$ cat src/rtl/mem_arbiter.sv
// Shares one RAM port between instruction fetch and data access.
// Data wins over fetch; each access runs grant -> busy (until ack) -> one response cycle.
module mem_arbiter (
    input  logic        clk,
    input  logic        rst,
    input  logic        if_req,
    input  logic [31:0] if_addr,
    output logic        if_done,
    output logic [31:0] if_rdata,
    input  logic        mem_req,
    input  logic        mem_we,
    input  logic [31:0] mem_addr,
    input  logic [31:0] mem_wdata,
    input  logic [3:0]  mem_sel,
    output logic        mem_done,
    output logic [31:0] mem_rdata,
    output logic        ram_ce,
    output logic        ram_we,
    output logic [31:0] ram_addr,
    output logic [31:0] ram_wdata,
    output logic [3:0]  ram_sel,
    input  logic [31:0] ram_rdata,
    input  logic        ram_ack,
    output logic        stall_if,
    output logic        stall_mem
);

    typedef enum logic [1:0] {StIdle, StIfBusy, StMemBusy, StResp} state_e;

    state_e state;

    always_ff @(posedge clk) begin
        if (rst) begin
            state     <= StIdle;
            ram_ce    <= 1'b0;
            ram_we    <= 1'b0;
            ram_addr  <= 32'h0;
            ram_wdata <= 32'h0;
            ram_sel   <= 4'h0;
            if_done   <= 1'b0;
            mem_done  <= 1'b0;
            if_rdata  <= 32'h0;
            mem_rdata <= 32'h0;
        end else begin
            if_done  <= 1'b0;
            mem_done <= 1'b0;
            unique case (state)
                StIdle: begin
                    if (mem_req) begin
                        state     <= StMemBusy;
                        ram_ce    <= 1'b1;
                        ram_we    <= mem_we;
                        ram_addr  <= mem_addr;
                        ram_wdata <= mem_wdata;
                        ram_sel   <= mem_sel;
                    end else if (if_req) begin
                        state     <= StIfBusy;
                        ram_ce    <= 1'b1;
                        ram_we    <= 1'b0;
                        ram_addr  <= if_addr;
                        ram_wdata <= 32'h0;
                        ram_sel   <= 4'b1111;
                    end
                end
                StIfBusy, StMemBusy: begin
                    if (ram_ack) begin
                        state  <= StResp;
                        ram_ce <= 1'b0;
                        ram_we <= 1'b0;
                        if (state == StMemBusy) begin
                            // ram_we still holds the granted direction here
                            mem_rdata <= ram_we ? 32'h0 : ram_rdata;
                            mem_done  <= 1'b1;
                        end else begin
                            if_rdata <= ram_rdata;
                            if_done  <= 1'b1;
                        end
                    end
                end
                StResp: begin
                    state <= StIdle;
                end
                default: begin
                    state <= StIdle;
                end
            endcase
        end
    end

    assign stall_if  = if_req & ~if_done;
    assign stall_mem = mem_req & ~mem_done;

endmodule

$ cat config.mk
export PLATFORM = sky130hd
export DESIGN_NAME = mem_arbiter
export DESIGN_NICKNAME = d
export VERILOG_FILES = /design/src/rtl/mem_arbiter.sv
export SDC_FILE = /design/constraint.sdc
export NUM_CORES = 1
export LEC_CHECK = 0
export ABC_AREA = 1
export CAP_MARGIN = 25
export CORE_MARGIN = 5
export CORE_UTILIZATION = 40
export DETAILED_ROUTE_END_ITERATION = 12
export HOLD_SLACK_MARGIN = 0.02
export PLACE_DENSITY = 0.8
export SETUP_SLACK_MARGIN = 0.15
export SYNTH_ARGS = -nofsm -noshare
export SYNTH_HDL_FRONTEND = slang
export SYNTH_SLANG_ARGS = --single-unit
$ cat constraint.sdc
create_clock -name clk -period 1.85 [get_ports clk]
set_input_delay 0.555 -clock clk [delete_from_list [all_inputs] [get_ports clk]]
set_output_delay 0.555 -clock clk [all_outputs]
set_load 0.05 [all_outputs]
==> results.md <==
- Yosys cell types: 23
- DRT met1 WL: 7204 um
- Setup crit start kind: flip-flop
- # port buffers: 275
- Max-slew violation count: 0
- VDD IR-drop max: 1016 uV
- Synthesized area per cell: 7.427 sq um
- EDFF count, synth: 0
- Pwr Density: 1620 nW/um^2
- CTS clk-pin slew, worst paths: 0.05 ns
- All-Layer GR Usage: 22.63%
- Max cap viols: 0
- Compound-Gate Fraction of Synth Area: 13.90%
- Share of cells above drive strength 1: 22.07%
- Worst EP arrival: 1.09 ns
- CTS tree: built
- Root Buffer Master: clkbuf_16
- Min-Delay Path Class: reg2reg
- Area Growth Syn to Fin: 60.80%
- DRC Markers: 0
- Mux cell area share after synthesis: 0%
- Die area: 16,000 sq um
- Minimum clock period: 1.646 ns
- Vias in the first global route: 5,595
- Core ar.: 13,300 sq um
- Post-Syn Area: 5429 sq um
- CP top delay family: flip-flops
- I/O pins: 276
- Filler Cells Inserted: 1,146
- Max Used Layer: met4
- Largest net degree at the start of global routing: 100
- Slowest stage cell, crit path: dfxtp_1
- Async set-reset flop share out of synthesis: 0%
- Clock Latency Late Sink: 0.41 ns
- Register area share after synthesis: 50.89%
- Worst slew pin tran: 0.4978 ns
- Final setup margin: 0.2043 ns
- Slew Limit Headroom: 66.81%
- Largest family of logic cells by synthesized area: simple AND/OR/NAND/NOR gates
- FMAX: 607.6 MHz
- CP Class: reg2out
- Post-Synthesis Cells: 731
- # clock sinks: 138
- Total gr overflow: 0
- Initial Utilization: 40.83%
- Initial antenna violation count: 0
- Routed WL per cell: 15.68 um
- Pre-CTS WS: -0.1244 ns
- Starting DRT DRC Count: 327
- Antenna viol nets, final: 0
- Setup repair after global routing missed its margin: false
- Worst Path Required: 1.29 ns
- Worst Path Max Fanout: 2
- Bufs on Longest Clock Path: 2
- #FFs+latches synth: 138
- Top_reg_cell synth: dfxtp_1
- Synth Area in Simple Gates: 28.55%
- GPL Wtd Cong: 0.8498
- First-pass GRT wire length: 29,100 um
- Total CTS buffers: 17
- Worst Setup End Kind: output port
- Non-Filler Cell Area, Final: 8730 sq um
- Final setup vio count: 0
- Status: finished, final reports clean
- Syn_nets: 872
- Via count: 5,741
- Width of the die: 126.5 um
- Rows: 42
- WP buf/inv: 1
- TNS Setup: 0 ns
- YS warnings: 0
- Placed Instance Area: 8103 sq um
- Hold buffer count at cts: 0
- Layout Nets: 1,143
- Final critical-path share of the clock period: 88.96%
- Slowest Stage Delay on Critical Path: 0.46 ns
- Pleak: 3.852 nW
- Critical Path, Cell by Cell: nor2_4 > buf_12
- Adder-cell share of the synthesized area: 0.6914%
- Met3 wire length: 2167 um
- Clock skew: 0.006796 ns
- WL final: 18,690 um
- DP HPWL: 13,540 um
- DR WL met2: 8913 um
- Placed cell count: 1,157
- Die height: 126.5 um
- Synth Area in XOR/XNOR: 0%
- DR pass1 iterations: 4
- Via-to-Cell Ratio: 4.816
- Cell Count, Final, Fillers Out: 1,192
- Fin. Hold Viols: 0
- CTS H-tree depth: 4
[cells in the final DEF, fill, tap and decap left out]
master           synthesis  final
a21oi_1                 79     79
clkdlybuf4s50_1          0    134
buf_12                   0     11
diode_2                  0      1
clkbuf_8                 0      3
nor3b_1                  1      1
o21ai_4                  1      1
nand2_1                275    275
clkinv_4                 0      2
bufinv_16                0      2
inv_6                    0      1
clkinvlp_4               0      2
dlygate4sd2_1            0      1
nor3_1                   1      1
clkinv_2                 0      3
nor2_4                   1      2
nand3_1                 32     32
inv_1                    9      8
nand2_2                  1      1
clkbuf_16                0     17
a21oi_2                 18     18
ha_4                     0      1
clkbuf_1                17      2
clkdlybuf4s15_1          0      1
nor2_2                   0      1
o21ai_1                  4      4
nor2_8                   1      1
inv_2                    3      4
dfxtp_1                138    138
buf_8                    0      1
buf_4                    6    153
nor2_1                  82     80
ha_1                     3      2
o21ai_0                 33     33
[per-layer routing]
metal | vias to the layer above | GRT usage, %
met3 | 28 | 9.542
li1 | 2877 | -
met1 | 2595 | 26.08
met4 | 0 | 8.013
met2 | 241 | 37.70
met5 | - | 0
[registers in the layout, indices dropped and copies added (netlist names)]
name,count
ram_sel,4
state,2
if_rdata,32
ram_ce,1
ram_wdata,32
if_done,1
ram_we,1
mem_rdata,32
ram_addr,32
mem_done,1
[synth_stat cells (4+ instances only)]
cell,count,area share (%)
a21oi_1,79,7.3
inv_1,9,0.62
nand2_1,275,19
nand3_1,32,2.9
a21oi_2,18,2.9
clkbuf_1,17,1.2
dfxtp_1,138,51
o21ai_1,4,0.37
o21ai_0,33,3.0
buf_4,6,0.83
buf_6,7,1.5
nor2_1,82,5.7
buf_2,15,1.4
[where the power goes]
group	switching, mW	internal [mW]
clock network	1.25	2.09
logic	4.56	2.20
registers	0.364	3.67
total	6.18	7.96
[worst reg2reg max path, delay by kind of cell, from the launching register on]
kind	cells	cell delay (ns)
and+or+nand+nor	4	0.47
adders and majority gates	1	0.30
DFF	1	0.35
buffers and inverters	3	0.36
[stage by stage]
stage          total power, mW  hold slack, ns  util, %
6_report                 14.14          0.4605    65.66
3_5_place_dp             10.77          0.4533    60.94
2_1_floorplan            8.579          0.5325        -
4_1_cts                  14.16          0.4649    65.37
3_3_place_gp             10.69          0.4496    60.94
5_1_grt                  14.90          0.4804    65.64
[cell families after synthesis]
logic type | Yosys count
and+or+nand+nor | 394
DFF | 138
AOI/OAI and AO/OA | 135
buffers and inverters | 61
adders and majority gates | 3
[what timing repair did]
action | 4_1_cts | 5_1_grt
pin swaps | 1 | 2
setup endpoints to repair | 2 | 29
setup buffers | 0 | 2
gates resized for setup | 3 | 5
[final timing paths]
path | startpoint | cells past startpoint | slack, ns | end
worst max-delay path | mem_done | 2 | 0.20 | stall_mem
worst min-delay path | ram_wdata[23] | 2 | 0.46 | ram_wdata[23]
worst max register to register | state[1] | 8 | 0.28 | if_rdata[11]
worst min register to register | ram_wdata[23] | 2 | 0.46 | ram_wdata[23]
[final cells by class]
class                   instances  area, sq um  area share [%]
diodes                          1        2.502         0.02867
clock buffers                  22        474.2           5.432
clock inverters                10        116.4           1.333
inverters                      12        45.04          0.5160
multi-input cells             532         2365           27.09
flip-flops and latches        138         2763           31.65
well taps                     176        220.2           2.523
repair buffers                301         2744           31.43
No activity file was read; power rests on OpenSTA's default activity.
